## src/rtl/simon_round_core.sv

```systemverilog
// Simon 32/64 round datapath: one Feistel round per clock, encrypt or decrypt.
// A block is accepted through a valid/ready handshake. The core runs ROUNDS rounds using
// the externally held round-key array, then holds the result until it is consumed.
module simon_round_core #(
  parameter int unsigned ROUNDS = 32,
  parameter int unsigned WORD   = 16
) (
  input  logic                         clk,
  input  logic                         rst,
  input  logic [ROUNDS-1:0][WORD-1:0]  key,
  input  logic                         key_valid,
  input  logic                         in_valid,
  output logic                         in_ready,
  input  logic                         dec,
  input  logic [2*WORD-1:0]            din,
  output logic                         out_valid,
  input  logic                         out_ready,
  output logic [2*WORD-1:0]            dout,
  output logic                         busy
);

  localparam int unsigned CntW = 6;
  localparam int unsigned IdxW = $clog2(ROUNDS);

  typedef enum logic [1:0] {StIdle, StRun, StDone} state_e;

  state_e              state_q, state_d;
  logic [WORD-1:0]     x_q, x_d, y_q, y_d;
  logic [CntW-1:0]     round_q, round_d;
  logic                dec_q, dec_d;
  logic [2*WORD-1:0]   dout_q, dout_d;

  logic [CntW-1:0]     key_sel;
  logic [WORD-1:0]     kr;
  logic [WORD-1:0]     x_next;

  function automatic logic [WORD-1:0] rotl(input logic [WORD-1:0] v, input int unsigned n);
    return (v << n) | (v >> (WORD - n));
  endfunction

  // Round-key selection and the Feistel round function for the current round.
  always_comb begin
    // Decryption walks the key array backwards.
    key_sel = dec_q ? (CntW'(ROUNDS - 1) - round_q) : round_q;
    kr      = key[key_sel[IdxW-1:0]];
    x_next  = y_q ^ (rotl(x_q, 1) & rotl(x_q, 8)) ^ rotl(x_q, 2) ^ kr;
  end

  // Next-state logic, handshake outputs and datapath updates.
  always_comb begin
    state_d  = state_q;
    x_d      = x_q;
    y_d      = y_q;
    round_d  = round_q;
    dec_d    = dec_q;
    dout_d   = dout_q;
    in_ready = 1'b0;

    unique case (state_q)
      StIdle: begin
        in_ready = key_valid;
        if (in_valid && key_valid) begin
          dec_d   = dec;
          // Decrypt swaps the halves so the same forward round inverts the cipher.
          x_d     = dec ? din[WORD-1:0] : din[2*WORD-1:WORD];
          y_d     = dec ? din[2*WORD-1:WORD] : din[WORD-1:0];
          round_d = '0;
          state_d = StRun;
        end
      end
      StRun: begin
        x_d     = x_next;
        y_d     = x_q;
        round_d = round_q + 1'b1;
        if (round_q == CntW'(ROUNDS - 1)) begin
          dout_d  = dec_q ? {x_q, x_next} : {x_next, x_q};
          state_d = StDone;
        end
      end
      StDone: begin
        if (out_ready) begin
          state_d = StIdle;
        end
      end
      default: state_d = StIdle;
    endcase
  end

  // State and datapath registers with synchronous reset.
  always_ff @(posedge clk) begin
    if (rst) begin
      state_q <= StIdle;
      x_q     <= '0;
      y_q     <= '0;
      round_q <= '0;
      dec_q   <= 1'b0;
      dout_q  <= '0;
    end else begin
      state_q <= state_d;
      x_q     <= x_d;
      y_q     <= y_d;
      round_q <= round_d;
      dec_q   <= dec_d;
      dout_q  <= dout_d;
    end
  end

  assign out_valid = (state_q == StDone);
  assign busy      = (state_q != StIdle);
  assign dout      = dout_q;

endmodule

```

## config.mk

```make
export PLATFORM = sky130hd
export DESIGN_NAME = simon_round_core
export DESIGN_NICKNAME = d
export VERILOG_FILES = /design/src/rtl/simon_round_core.sv
export SDC_FILE = /design/constraint.sdc
export NUM_CORES = 1
export LEC_CHECK = 0
export ABC_CLOCK_PERIOD_IN_PS = 4100
export BUFFER_PORTS_ARGS = -buffer_cell sky130_fd_sc_hd__buf_2
export CAP_MARGIN = 20
export CORE_AREA = 2 2 228 230
export DETAILED_ROUTE_END_ITERATION = 16
export DIE_AREA = 0 0 230 232
export GPL_TIMING_DRIVEN = 0
export MAX_ROUTING_LAYER = met4
export PLACE_DENSITY_LB_ADDON = 0.3
export REMOVE_ABC_BUFFERS = 1
export SYNTH_ARGS = -nofsm -noshare
export SYNTH_HDL_FRONTEND = slang
export SYNTH_SLANG_ARGS = --single-unit
```

## constraint.sdc

```tcl
create_clock -name clk -period 4.1 [get_ports clk]
set_clock_uncertainty 0.05 [all_clocks]
set_input_delay 0.41 -clock clk [delete_from_list [all_inputs] [get_ports clk]]
set_output_delay 0.41 -clock clk [all_outputs]
set_load 0.005 [all_outputs]
```

Yosys cells after proc, flatten, opt, wreduce, memory -nomap -nowiden
Cells that the tools add are included.
W data, S select, Z words.
{"block": "totals", "regBits": 73, "in_bits": 550}
{"block": "classes", "n_bitwise": 7, "mux": 17, "n_eq_ne": 6, "reduce_logical": 8, "magnitude_cmp": 1, "add_sub_neg": 2}
{"cell": "$bmux W16 S5", "count": 1}
{"cell": "$mux W16", "count": 5}
{"cell": "$pmux W16 S2", "count": 2}
{"cell": "$xor A16 B16 Y16", "count": 3}
{"cell": "$mux W32", "count": 1}
{"cell": "$and A16 B16 Y16", "count": 1}
{"cell": "$or A16 B1 Y16", "count": 1}
{"cell": "$or A16 B2 Y16", "count": 1}
{"cell": "$or A16 B8 Y16", "count": 1}
{"cell": "$pmux W6 S2", "count": 1}
{"cell": "$add A6 B1 Y6 const B", "count": 1}
{"cell": "$eq A6 B5 Y1 const B", "count": 1}
{"cell": "$lt A5 B6 Y1 const B", "count": 1}
{"cell": "$mux W2", "count": 3}
{"cell": "$mux W6", "count": 1}
{"cell": "$pmux W2 S3", "count": 1}
{"cell": "$reduce_and A2 Y1", "count": 3}
{"cell": "$mux W5", "count": 1}
{"cell": "$sub A5 B5 Y5 const A", "count": 1}
{"cell": "$ne A2 B2 Y1 const B", "count": 2}
{"cell": "$reduce_bool A2 Y1", "count": 2}
{"cell": "$reduce_and A3 Y1", "count": 1}
{"cell": "$eq A2 B1 Y1 const B", "count": 1}
{"cell": "$eq A2 B2 Y1 const B", "count": 1}
{"cell": "other kinds (4)", "count": 4}

Depth between registers and ports, before layout
{"block": "depth", "word_depth": 6, "ltp_mapped": 11, "depth_no_buf": 7}

Least setup slack after synthesis
No wires, ideal clock.
{"block": "synth_path", "kind": "flip-flop to flip-flop", "start": "reg round_q[1]", "end": "reg x_q[6]", "arrival_time_ns": 2.106, "stages_incl_launch_ff": 10, "setup_slack_ns": 1.868, "cell_sequence": "dfxtp_1 > buf_6 > buf_4 > mux4_2 > mux2i_1 > mux2i_1 > xnor2_1 > a22oi_1 > nand3_1 > o22ai_1"}
{"block": "synth_via", "elab_chain_len": 6}
{"item": "start: declaration", "line_no": "29", "rtl": "logic [CntW-1:0] round_q, round_d;"}
{"item": "start signal: assignment", "line_no": "102", "rtl": "round_q <= round_d;"}
{"item": "$sub A5 B5 Y5", "line_no": "44", "rtl": "key_sel = dec_q ? (CntW'(ROUNDS - 1) - round_q) : round_q;"}
{"item": "$mux W5 *", "line_no": "44"}
{"item": "$bmux W16 S5 *", "line_no": "45", "rtl": "kr = key[key_sel[IdxW-1:0]];"}
{"item": "$mux W16 (implied by the code) *", "line_no": "45"}
{"item": "$xor A16 B16 Y16 *", "line_no": "46", "rtl": "x_next = y_q ^ (rotl(x_q, 1) & rotl(x_q, 8)) ^ rotl(x_q, 2) ^ kr;"}
{"item": "$pmux W16 S2 *", "line_no": "59", "rtl": "unique case (state_q)"}
{"item": "end signal: assignment", "line_no": "93", "rtl": "x_q <= '0;"}
{"item": "end signal: assignment", "line_no": "100", "rtl": "x_q <= x_d;"}
{"item": "end: declaration", "line_no": "28", "rtl": "logic [WORD-1:0] x_q, x_d, y_q, y_d;"}
Mark *: on every way between the ends. The rest lies on a longest branch, timed or not. The select of a mux whose other input is x is not followed.
A chain may end at the register's enable or synchronous reset.

Worst setup path in the final report
{"block": "layout_path", "start": "reg dec_q", "end": "reg x_q[0]"}
{"block": "layout_via", "elab_chain_len": 5}
{"item": "start: declaration", "line_no": "30", "rtl": "logic dec_q, dec_d;"}
{"item": "start signal: assignment", "line_no": "96", "rtl": "dec_q <= 1'b0;"}
{"item": "start signal: assignment", "line_no": "103", "rtl": "dec_q <= dec_d;"}
{"item": "$mux W5", "line_no": "44"}
{"item": "$bmux W16 S5", "line_no": "45"}
{"item": "$mux W16 (implied by the code)", "line_no": "45"}
{"item": "$xor A16 B16 Y16", "line_no": "46"}
{"item": "$pmux W16 S2", "line_no": "59"}
No other way between the ends. The select of a mux whose other input is x is not followed.

==> results.cfg <==
[synth]
synth_async_sr_flop_share_pct = 0
synthFlopType = dfxtp_1
synth_warnings = 0
synth.avg_cell_area_sq_um = 9.05
synth_edf_count = 0
ys_ff_latch = 73
ys_seq_area_share_pct = 11.0
ys_types = 60
syn_area_sq_um = 13300
netlist_instances = 1472

[floorplanning]
initial_core_util_pct = 26.2
core_area_sq_um = 50900
io_pins = 585
die_w_microns = 230
die_h_microns = 232
rows = 83
die-area_sq_um = 53400

[grt]
antenna_found_initial = 8
grt_pass1_vias = 14600
grt_usage_pct = 22.0
grt_pass1_wl_mm = 88.4
grt_max_degree = 94
overflow = 0

[sta]
relSlewSlack_pct = 32.0
tightest_slew_ps = 1020
grt_setup_unrepaired = no
slew_violations = 0
whs_ps = 291
setup_ws_ps = 339
fin_crit_ps = 3760
post-route-period-util_pct = 91.7
fin_setup_tns_ps = 0
max_freq_mhz = 266
hold_viol_final = 0
setup_viol = 0

[finish]
mostFrequentLayoutCell = buf_2
layout-drive-gt1-share_pct = 41.9
area_growth_pct = 29.8
num-nets-final = 2487
final_util_pct = 34.0
layout_common_cells = buf_2, mux2i_1, mux4_2

[clocking]
htree_levels = 3
cts.clk_slew.worst_paths_ps = 60
cts.sinks = 73
cts_made_buffers = 9
insertion_delay_ps = 340
cts_tree = yes
clk_path_buf_depth = 2
root_buffer = clkbuf_16

[route]
via_count = 15100
drc_errors = 0
ant_nets = 0
wl_per_cell_microns = 23.0
routed_wl_mm = 60.4
drt_iter0_markers = 1103
firstDrtPassIters = 5
viasPerCell = 5.74

[pwr]
ir_worst_vdd_mv = 0.218
p_total_mw = 3.31
leakage_nw = 6.25
p_per_area_nw_per_um2 = 192

[placed_design]
pre_cts_ws_ps = -349
numPortBuffers = 584
dp_hpwl_mm = 47.5
gp_congestion = 0.865

[setup_path]
rrSetupSlack_ps = 340
worstPathArrival_ps = 3890
reg2regPathDepth = 9
r2r_end = x_q[0]
critPathRequiredTime_ps = 4230
start_kind = flip-flop
critPathKind = reg2reg
path_max_fanout = 57
r2r-start = dec_q
cp-end-kind = flip-flop

[hold_path]
min_to = state_q[1]
hp-class = in2reg
min_path_cells = 3
min-delay-start = out_ready

[outcome]
status = complete, no violations

[job]
maxCapViolations = 0
## report_power, final
group	internal, mW	total (mW)	switching (mW)
logic	0.828	1.68	0.855
registers	0.746	0.827	0.0816
clock network	0.471	0.802	0.332
total	2.04	3.31	1.27
## layout make-up
| cell class | instances | area, sq um |
|---|---|---|
| fillers | 5336 | 33600 |
| clock inverters | 7 | 70.1 |
| repair buffers | 626 | 3710 |
| well taps | 680 | 851 |
| clock buffers | 9 | 225 |
| inverters | 6 | 28.8 |
| diodes | 8 | 20.0 |
| flip-flops and latches | 73 | 1480 |
| multi-input cells | 1220 | 10900 |
## routing by layer
layer	share of wire, %	GRT usage (%)
met1	41	27.0
met2	50	37.9
met3	6.5	3.57
met4	2.7	5.44
met5	0	-
## critical path, cell delays in order, from the launching register on
cell and delay [ps]:
dfxtp_4 660, buf_16 330, buf_16 300, and3b_1 310, o21a_1 740, o21ai_0 280, and4_1 340, a211oi_1 210
nand3b_1 190, o22ai_1 100
## registers in the layout, summed over array words and instances, names as in the netlist
name and count:
dout 32, x_q 16, y_q 16, round_q 6
state_q 2, dec_q 1
## stage by stage
stage	cells	area, sq um
6_report	2629	17300
4_1_cts	2611	17100
2_1_floorplan	1299	12300
3_5_place_dp	2595	16800
3_3_place_gp	2563	16100
5_1_grt	2629	17300
## cell usage after synthesis, types with 20 or more instances
cell      count  area, sq um
a211oi_1     83          623
a21oi_1      65          325
a221o_1      47          470
a221oi_1     75          657
a31oi_1      30          188
buf_2        49          245
buf_4        31          233
clkbuf_1     64          240
dfxtp_1      73         1460
mux2i_1     179         1790
mux4_2      132         2970
nand2_1     125          469
nor2b_1      52          325
nor3_1       20          100
o211ai_1     20          150
o21ai_0     113          566
xnor2_1      52          455
## cell families after synthesis
family / Yosys count / synth area share, %
AO/OA/AOI/OAI: 510 / 26.9
multiplexers: 322 / 36.7
AND/OR/NAND/NOR: 317 / 12.8
buffers and inverters: 179 / 7.81
flip-flops: 73 / 11.0
XOR/XNOR: 70 / 4.74
adder cells (fa/ha/maj): 1 / 0.0939
## how the worst max path moves through the flow
stage,start,depth (start not counted),endpoint
CTS,dec_q,9,x_q[11]
floorplan,dec_q,7,dout[7]
global placement,dec_q,7,dout[7]
detailed placement,dec_q,9,x_q[4]
global route,dec_q,9,dout[0]
finish,dec_q,9,x_q[0]
## timing repair
action,in CTS,in global routing
buffers inserted,0,9
setup endpoints to repair,22,13
hold buffers,0,0
pin swaps,0,2
gates resized for setup,3,5
No activity file was read; power rests on OpenSTA's default activity.
